### config.mk
export PLATFORM = sky130hd
export DESIGN_NAME = vga_timing_gen
export DESIGN_NICKNAME = d
export VERILOG_FILES = /design/src/rtl/vga_timing_gen.sv
export SDC_FILE = /design/constraint.sdc
export NUM_CORES = 1
export LEC_CHECK = 0
export CAP_MARGIN = 20
export CORE_MARGIN = 5
export CORE_UTILIZATION = 48
export CTS_CLUSTER_DIAMETER = 120
export DETAILED_ROUTE_END_ITERATION = 10
export PLACE_DENSITY_LB_ADDON = 0.3
export SLEW_MARGIN = 20
export SYNTH_ARGS = -nofsm -noshare
export SYNTH_HDL_FRONTEND = slang
export SYNTH_SLANG_ARGS = --single-unit
### constraint.sdc
create_clock -name clk -period 2.3 [get_ports clk]
set_clock_uncertainty 0.2 [all_clocks]
set_input_delay 0.345 -clock clk [delete_from_list [all_inputs] [get_ports clk]]
set_output_delay 0.345 -clock clk [all_outputs]
set_load 0.01 [all_outputs]
### src/rtl/vga_timing_gen.sv
// Parametrised VGA/VESA raster timing generator.
// Runs from the system clock with an internal pixel-clock-enable divider.
module vga_timing_gen #(
  parameter int H_ACTIVE = 640,
  parameter int H_FP     = 16,
  parameter int H_SYNC   = 96,
  parameter int H_BP     = 48,
  parameter int V_ACTIVE = 480,
  parameter int V_FP     = 10,
  parameter int V_SYNC   = 2,
  parameter int V_BP     = 33,
  parameter bit HS_POL   = 1'b1,
  parameter bit VS_POL   = 1'b1,
  parameter int PIX_DIV  = 1,
  parameter int CW       = 10
) (
  input  logic          clk,
  input  logic          rst,
  input  logic          en,
  output logic          pix_tick,
  output logic [CW-1:0] x,
  output logic [CW-1:0] y,
  output logic          video_on,
  output logic          hblank,
  output logic          vblank,
  output logic          hsync,
  output logic          vsync,
  output logic          line_start,
  output logic          frame_start
);

  localparam int H_TOTAL = H_ACTIVE + H_FP + H_SYNC + H_BP;
  localparam int V_TOTAL = V_ACTIVE + V_FP + V_SYNC + V_BP;
  localparam int HS_BEG  = H_ACTIVE + H_FP;
  localparam int HS_END  = HS_BEG + H_SYNC;
  localparam int VS_BEG  = V_ACTIVE + V_FP;
  localparam int VS_END  = VS_BEG + V_SYNC;
  localparam int DW      = (PIX_DIV > 1) ? $clog2(PIX_DIV) : 1;

  logic [DW-1:0] div_cnt;
  logic [CW-1:0] h_cnt;
  logic [CW-1:0] v_cnt;

  logic tick;
  logic h_act;
  logic v_act;
  logic h_sy;
  logic v_sy;
  logic h_last;
  logic v_last;

  always_comb begin
    tick   = en && (div_cnt == DW'(PIX_DIV - 1));
    h_act  = h_cnt < CW'(H_ACTIVE);
    v_act  = v_cnt < CW'(V_ACTIVE);
    h_sy   = (h_cnt >= CW'(HS_BEG)) && (h_cnt < CW'(HS_END));
    v_sy   = (v_cnt >= CW'(VS_BEG)) && (v_cnt < CW'(VS_END));
    h_last = h_cnt == CW'(H_TOTAL - 1);
    v_last = v_cnt == CW'(V_TOTAL - 1);
  end

  always_ff @(posedge clk) begin
    if (rst) begin
      div_cnt     <= '0;
      h_cnt       <= '0;
      v_cnt       <= '0;
      pix_tick    <= 1'b0;
      x           <= '0;
      y           <= '0;
      video_on    <= 1'b0;
      hblank      <= 1'b0;
      vblank      <= 1'b0;
      hsync       <= ~HS_POL;
      vsync       <= ~VS_POL;
      line_start  <= 1'b0;
      frame_start <= 1'b0;
    end else begin
      pix_tick    <= tick;
      line_start  <= 1'b0;
      frame_start <= 1'b0;
      if (en)
        div_cnt <= tick ? '0 : div_cnt + DW'(1);
      // Outputs show the current position; counters then advance.
      if (tick) begin
        x           <= h_act ? h_cnt : '0;
        y           <= v_act ? v_cnt : '0;
        video_on    <= h_act && v_act;
        hblank      <= !h_act;
        vblank      <= !v_act;
        hsync       <= h_sy ? HS_POL : ~HS_POL;
        vsync       <= v_sy ? VS_POL : ~VS_POL;
        line_start  <= h_cnt == '0;
        frame_start <= (h_cnt == '0) && (v_cnt == '0);
        if (h_last) begin
          h_cnt <= '0;
          v_cnt <= v_last ? '0 : v_cnt + CW'(1);
        end else begin
          h_cnt <= h_cnt + CW'(1);
        end
      end
    end
  end

endmodule
Yosys cells after proc, flatten, opt, wreduce, memory -nomap -nowiden
Cells that the tools add are included.

Memory bits (read-only): 0. Latch bits: 0. Output and inout port bits: 28. Register bits: 49. Memories kept: 0. Logic and storage cells: 44. Input bits: 3. Memory bits (writable): 0.

Divide/modulo/power cells: 0. $add $sub $neg: 3. Order comparisons: 6. Shift operators: 0. Equal/unequal tests: 2. Reductions and logical operators: 11. Multiply operators: 0. Multiplexer cells: 7. Bitwise logic cells: 2.

Operators with widths (count): 2-to-1 mux 10 bit (4); adder 10 x 1 -> 10 bit, second input constant (2); == test 10 bit, second input constant (2); logical NOT 10 bit (2); < comparator 10 bit, second input constant (2); < comparator 10 x 9 -> 1 bit, second input constant (2); greater-or-equal comparator 10 bit, second input constant (1); greater-or-equal comparator 10 x 9 -> 1 bit, second input constant (1); logical AND 1 bit (5); 2-to-1 mux 1 bit (3); logical NOT 1 bit (2); inverter 1 bit (2); AND reduction 2 bit (1); OR reduction 2 bit (1); adder 1 bit, second input constant (1).

Longest topological paths before layout
Word-level depth: 4. Mapped depth: 7.

Worst setup path after synthesis
OpenSTA, ideal clock, no wires.

Path kind: register to register. From: register h_cnt[0]. To: register v_cnt[5]. Setup time: 70 ps. Arrival time: 1896 ps. Stages on the path, launching flop included: 7. Period minus slack after synthesis: 2166 ps. Data required time: 2030 ps. Setup slack: 134 ps. Cells stage by stage: dfxtp_1 -> ha_1 -> nand2_1 -> or4_1 -> buf_2 -> or4_1 -> a21oi_1.

Word-level cells in the longest chain between the ends: 2.

Ends and longest elaborated chain: start, declared (RTL line 41) `logic [CW-1:0] h_cnt;`; start signal, assigned (RTL line 98) `h_cnt <= h_cnt + CW'(1);`; == test 10 bit (RTL line 58) `h_last = h_cnt == CW'(H_TOTAL - 1);`; AND reduction 2 bit (no source line); end signal, assigned (RTL line 96) `v_cnt <= v_last ? '0 : v_cnt + CW'(1);`; end, declared (RTL line 42) `logic [CW-1:0] v_cnt;`.

No other way between the ends. A chain may end at the register's enable or synchronous reset.

Final worst setup path
From: input port en. To: register v_cnt[7].

Word-level cells in the longest chain between the ends: 2.

Ends and longest elaborated chain: start, declared (RTL line 19) `input logic en,`; logical AND 1 bit (RTL line 53) `tick = en && (div_cnt == DW'(PIX_DIV - 1));`; AND reduction 2 bit (no source line).

No other way between the ends.

==> results.txt <==
----------------------------------------------------
[Layout]
  Antenna diode count ... 0
  Sequential Area ... 983 sq um
  Final layout net count ... 289
  Final non-filler cell area ... 0.00266 sq mm
  Final core occ ... 0.656
  Final std cells w/o fill ... 333
  Multi-input gate area in the final layout ... 973 sq um
  Count of fill cells added during filler insertion ... 349
  Area overhead of the layout relative to synthesis ... 30.6%
  Proportion of layout cells with a drive suffix above 1 ... 0.134

[STA]
  Maximum frequency from static timing analysis ... 448 MHz
  Pins over their slew limit ... 0
  Final period util ... 0.970
  Final hold viol count ... 0
  Setup TNS ... 0 ns
  WHS ... 0.256 ns
  Worst slew slack as a fraction of its limit ... 0.699
  Minimum setup slack in the final design ... 0.0691 ns
  Actual transition at the worst max-transition pin ... 0.445 ns
  Final min period ... 2.23 ns
  Setup repair after global routing missed its margin ... false
  Total of endpoints with negative setup slack in the final report ... 0

[Critical path]
  Longest individual stage delay on the worst path ... 0.56 ns
  Data required time of the critical path ... 2.32 ns
  Critical Path End Type ... flop
  Sequence of cells on the critical path ... clkdlybuf4s50_1 > nand3b_4 > or4_4 > or4_1 > a21oi_1
  Slowest cell on the critical path ... sky130_fd_sc_hd__or4_4
  Worst reg2reg setup slack ... 0.13 ns
  Worst Path Max Fanout ... 4
  Worst setup path startpoint ... en
  Critical register-to-register path startpoint ... h_cnt[0]$_SDFFE_PP0P_
  Data arrival at the endpoint of the critical path ... 2.25 ns
  Startpoint class of the critical path ... primary input
  Dominant delay contributor by cell family on the critical path ... simple AND/OR/NAND/NOR gates
  Buffers & Inverters on Critical Path ... 1
  Crit path kind ... primary input to flop

[Status]
  Status ... finished clean

[Yosys]
  Synth Instances ... 235
  Area share of the leading cell type in the synthesized netlist ... 0.481
  Flop and latch count out of synthesis ... 49
  Synth Flop Type ... sky130_fd_sc_hd__dfxtp_1
  Net count after synthesis ... 242
  Post-synth top area cell ... sky130_fd_sc_hd__dfxtp_1
  Most frequent cell after synthesis ... sky130_fd_sc_hd__dfxtp_1
  Sequential fraction of the synthesis area ... 0.481
  Netlist area before placement ... 0.00204 sq mm
  Asr flop ratio synth ... 0
  Ys Warns ... 0
  Count of cell types in the netlist ... 40
  Synthesized area divided by synthesized cell count ... 8.68 sq um
  Leading post-synthesis cells by instance count ... sky130_fd_sc_hd__dfxtp_1 (49), sky130_fd_sc_hd__nor2_1 (31), sky130_fd_sc_hd__nand2_1 (19)
  Post-synth EDFFs ... 0
  Top post-synthesis cells by area ... sky130_fd_sc_hd__dfxtp_1 (48%), sky130_fd_sc_hd__a22oi_1 (6.6%), sky130_fd_sc_hd__nor2_1 (5.7%)

[Detailed routing]
  DRC Markers ... 0
  Final WL ... 4960 um
  Vias ... 1891
  DR vias/cell ... 5.68
  Number of nets still failing antenna checks after routing ... 0
  Number of search-and-repair iterations in the first detailed-routing pass ... 4
  Initial detailed-routing violation count ... 149
  Routed wire per std cell ... 14.9 um

[Placed design]
  Estimated wirelength of the detail-placed design ... 3660 um
  Placement Setup Slack ... -0.256 ns
  Cell count after placement ... 325
  Placed Area ... 0.00252 sq mm
  Routability-driven placement congestion ratio ... 0.871
  Total of buffers placed on input and output ports ... 30

[Power and ir drop]
  Power density relative to cell area ... 636 mW/mm^2
  Peak supply drop ... 0.000436 V
  Standby leakage power ... 0.970 nW
  Total power ... 1.69 mW

[Clock network]
  CTS clk-pin slew, worst paths ... 0.09 ns
  TritonCTS clock tree ... yes
  # H-tree levels ... 2
  TritonCTS sink count ... 49
  Count of hold-fix buffers inserted at cts ... 0
  Clk buf depth ... 2
  CTS Root Buffer Type ... sky130_fd_sc_hd__clkbuf_8
  Worst-skew pair later-pin latency ... 0.30 ns
  Number of buffers created by CTS ... 5

[Min path]
  Classification of the worst-slack hold path ... flop to flop
  Hold path startpoint ... x[9]$_SDFFE_PP0P_

[Job]
  Number of maximum-capacitance constraint violations ... 0

[Floorplanning]
  Overall die height ... 75.2 um
  Top-level I/O count ... 31
  Die X ... 75.2 um
  Number of placement rows ... 23
  Total Die Area ... 0.00565 sq mm
  Starting Density ... 0.503
  Core ar. ... 0.00406 sq mm

[GRT]
  Vias in the first global route ... 1789
  Combined global-route utilization of all metal layers ... 0.193
  Fraction of met3 tracks used by global routing ... 0.0641
  Global-route met2 utilization ... 0.303
  Most Used Layer, Global Route ... met2
  Total global routing overflow ... 0
  Maximum number of pins on one net before global-route repair ... 16
  Antenna violations before repair ... 0
  Met1 Track Usage GR ... 0.253
  First-pass GRT wire length ... 8430 um

----------------------------------------------------
## cell families (layout without fill, tap and decap cells)
logic type,count (synthesis),count (layout),synth area share
AOI/OAI and AO/OA,48,48,0.148
DFF,49,49,0.481
adders and majority gates,4,4,0.0245
buffers and inverters,21,69,0.0436
xor gates and xnor gates,6,6,0.0258
and+or+nand+nor,107,107,0.277
## layer usage
| metal | up-vias | part of all wire |
|---|---|---|
| met1 | 875 | 0.44 |
| met3 | 12 | 0.077 |
| met5 | - | 0 |
| met4 | 0 | 0.019 |
| met2 | 70 | 0.46 |
| li1 | 934 | - |
## sequential cells by signal (all words and copies together) (netlist names)
register / cells
x: 10
h_cnt: 10
vsync: 1
pix_tick: 1
hblank: 1
vblank: 1
frame_start: 1
div_cnt: 1
hsync: 1
v_cnt: 10
video_on: 1
line_start: 1
y: 10
## cells in the final DEF (no fill, tap or decap), types with 2 or more instances in the layout
cell type                         instances
sky130_fd_sc_hd__or3_1                    8
sky130_fd_sc_hd__xnor2_1                  2
sky130_fd_sc_hd__nand2_1                 19
sky130_fd_sc_hd__clkdlybuf4s50_1         30
sky130_fd_sc_hd__inv_1                    6
sky130_fd_sc_hd__and3_1                   2
sky130_fd_sc_hd__dfxtp_1                 47
sky130_fd_sc_hd__nand4_1                  5
sky130_fd_sc_hd__ha_1                     4
sky130_fd_sc_hd__or4_1                    3
sky130_fd_sc_hd__o31ai_1                  2
sky130_fd_sc_hd__and4_1                   3
sky130_fd_sc_hd__nor4_1                   2
sky130_fd_sc_hd__nor3_1                   8
sky130_fd_sc_hd__buf_4                   25
sky130_fd_sc_hd__nor3b_1                  2
sky130_fd_sc_hd__nand3_1                 10
sky130_fd_sc_hd__nor4b_1                  2
sky130_fd_sc_hd__a21oi_1                 16
sky130_fd_sc_hd__bufinv_16                2
sky130_fd_sc_hd__clkbuf_8                 5
sky130_fd_sc_hd__nor2_1                  31
sky130_fd_sc_hd__dfxtp_2                  2
sky130_fd_sc_hd__o21ai_0                  8
sky130_fd_sc_hd__xor2_1                   4
sky130_fd_sc_hd__a22oi_1                 18
## layout make-up
| type | count | share of cell area |
|---|---|---|
| flip-flops and latches | 49 | 0.369 |
| multi-input cells | 165 | 0.365 |
| repair buffers | 55 | 0.183 |
| clock buffers | 5 | 0.0258 |
| clock inverters | 3 | 0.0244 |
| well taps | 50 | 0.0235 |
| inverters | 6 | 0.00845 |
## worst min-delay path: cells and delay by family (launching register included)
family | cells | cell delay [ns]
simple gates | 1 | 0.05
flops | 1 | 0.32
compound gates | 1 | 0.05
## power breakdown
group | switching [mW] | internal, mW
logic | 0.0557 | 0.0473
registers | 0.0141 | 0.863
clock network | 0.282 | 0.432
total | 0.352 | 1.34
## final timing paths
check,depth (start not counted),endpoint
worst max-delay path,5,v_cnt[7]$_SDFFE_PP0P_
worst min-delay path,2,x[9]$_SDFFE_PP0P_
worst max register to register,5,v_cnt[7]$_SDFFE_PP0P_
worst min register to register,2,x[9]$_SDFFE_PP0P_
## timing repair
item,4_1_cts,5_1_grt
endpoints found under the setup margin,0,3
endpoints found under the hold margin,0,0
setup buffers,0,0
gates resized for setup,0,3
Power figures use the tool's default switching activity.
==> edit (same flow settings) <==
Register the output `x` once more, without a reset; this adds one clock of latency there. The other outputs are not delayed to match.
--- a/src/rtl/vga_timing_gen.sv
+++ b/src/rtl/vga_timing_gen.sv
@@ -39,2 +39,4 @@
 
+  logic [CW-1:0] x_s0;
+
   logic [DW-1:0] div_cnt;
@@ -67,3 +69,3 @@
       pix_tick    <= 1'b0;
-      x           <= '0;
+      x_s0        <= '0;
       y           <= '0;
@@ -84,3 +86,3 @@
       if (tick) begin
-        x           <= h_act ? h_cnt : '0;
+        x_s0        <= h_act ? h_cnt : '0;
         y           <= v_act ? v_cnt : '0;
@@ -103,2 +105,6 @@
 
+  always_ff @(posedge clk) begin
+    x <= x_s0;
+  end
+
 endmodule
Behaviour: not the same (a bounded check fails within 4 cycles, from zero or initial values and one cycle with rst high).
==> edit against the unedited design <==
Count of clock-buffer cells in the layout rose by 8; utilization decreased by 4.9 points; register-to-register slack gained 240 ps; global-route usage shrank 2.5 points; cell area grew 7.0%; first-iteration DRC count is 2.7% lower; fmax grew 13%; area after synthesis rose by 13%; setup slack gained 250 ps; power rose by 16%; routed wire length fell by 3.8%; sequential cell count increased by 10; largest cell class unchanged.
==> edit: results (changes against the unedited design) <==
- The total routed wirelength is 4774 um (-3.8%).
- The pre-CTS worst setup slack is 12.81 ps (+269.0 ps).
- The endpoint of the most critical register-to-register path is v_cnt[9].
- The switching fraction of total power is 0.2145 (+0.006851).
- The complex-gate fraction of the synthesized area came to 0.1278 (-0.02007).
- The worst reg-to-reg path cell count came to 4 (-1).
- The total half-perimeter wirelength after legalization and detailed placement is 3410 um (-6.8%).
- The number of iterations in the first detailed-routing pass came to 4 (unchanged).
- The delay of the slowest cell on the worst path is 530 ps (-30 ps).
- The run finished with clean final reports.
- The filler cell count in the final layout is 409 (+17%).
- The largest voltage drop on the vdd net was 247.9 uV (-43%).
- The share of cells above drive strength 1 is 0.1186 (-0.01563).
- The synthesized net count came to 258 (+6.6%).
- The final weighted congestion of routability-driven global placement is 0.8212 (-5.8%).
- The sequential element share of the synthesized area came to 0.5133 (+0.03234).
- The via count of the first global-routing pass is 1,758 (-1.7%).
- The total routing resource utilization after global routing is 0.1684 (-0.02494).
- The level count of the clock H-tree is 3 (+1).
- The clock latency at the later pin of the worst-skew pair came to 320 ps (+20 ps).
- The maximum buffer depth of the clock tree is 2 (unchanged).
- The startpoint of the tightest hold check path is x_s0[0].
- The worst hold path terminates at x[0].
- The highest net fanout along the worst path is 9 (+5).
- In the synthesized netlist, the cells that appear most often are dfxtp_1 (59), nand2_1 (35), a21oi_1 (27).
- The relative slew slack is 0.5298 (-0.1693).
- The detailed router's first-iteration violation count is 145 (-2.7%).
- The setup slack of the most critical reg-to-reg path is 370 ps (+240 ps).
- The total clock buffers created by CTS came to 9 (+4).
- The final-layout worst hold slack is 151.6 ps (-104.7 ps).
- The number of distinct library cells after synthesis is 42 (+5.0%).
- The leakage power summed over all cells was 0.001031 uW (+6.2%).
- The xor and xnor area share after synthesis is 0.02284 (-0.002928).
- The wire length of the first global-routing pass is 8190 um (-2.9%).
- The clock-pin slew reported for the worst setup and hold paths after clock tree synthesis was 60 ps (-30 ps).
- The share of synthesized registers carrying an async set or reset is 0 (unchanged).
- The final net count is 298 (+3.1%).
- The fraction of the mapped netlist area in adder cells was 0.02175 (-0.002789).
- The via-per-instance ratio is 5.458 (-3.9%).
- The startpoint identified for the worst register-to-register timing path is h_cnt[8].
- The number of instances on the worst hold path was 0 (-2).
- The cell at the slowest stage of the critical path is or4_1.
- The arrival time of the worst setup path is 2030 ps (-220 ps).
- Yosys attributes the largest share of cell area to dfxtp_1 (51%), a21oi_1 (5.9%), nand2_1 (5.7%), nor2_1 (3.6%), buf_6 (2.9%).
## edit: cell count changes in the layout (fill, tap and decap cells not counted), sizes merged, moves of 4 or more
cell / delta
a21oi: +11
a22oi: -11
buf: -11
clkbuf: +8
dfxtp: +10
nand2: +16
nor2: -8
nor3: -4
## edit: metal layers
metal,vias up,GRT usage,wire (um)
met1,889,0.2251,2277
met5,-,0,0
met2,50,0.2483,2155
met3,7,0.04762,261
li1,959,-,-
met4,0,0.08247,78
## edit: power by group through the flow
stage,logic [uW],clock network (uW),registers (uW)
after floorplan,42.7,0,1070
after global placement,85.3,0,1060
after detailed placement,86.2,0,1060
after CTS,86.8,857,1040
after global routing,93.9,915,1040
final,85.8,836,1040
## edit: worst max-delay path by stage
| stage | endpoint | slack, ps |
|---|---|---|
| after floorplan | v_cnt[7] | 530 |
| after global placement | v_cnt[7] | 60 |
| after detailed placement | v_cnt[9] | 10 |
| after CTS | v_cnt[9] | 340 |
| after global routing | v_cnt[1] | 190 |
| final | v_cnt[9] | 320 |
## edit: kinds of logic after synthesis
family | Yosys count
AND/OR/NAND/NOR | 111
flip-flops | 59
AO/OA/AOI/OAI | 50
buffers and inverters | 21
XOR/XNOR | 6
adder cells (fa/ha/maj) | 4
## edit: layout make-up
cell class,count,area share
Multi-Input combinational cell,171,0.3490
Clock inverter,2,0.003512
Clock buffer,13,0.05926
Inverter,6,0.007902
Sequential cell,59,0.4144
Timing Repair Buffer,44,0.1422
Tap cell,54,0.02371
## edit: metrics by stage
stage | instances | utilization | cell area, um2
floorplan | 251 | - | 2301
global placement | 334 | 0.5693 | 2671
detailed placement | 334 | 0.5693 | 2671
CTS | 349 | 0.6075 | 2850
global route | 349 | 0.6075 | 2850
finish | 349 | 0.6075 | 2850
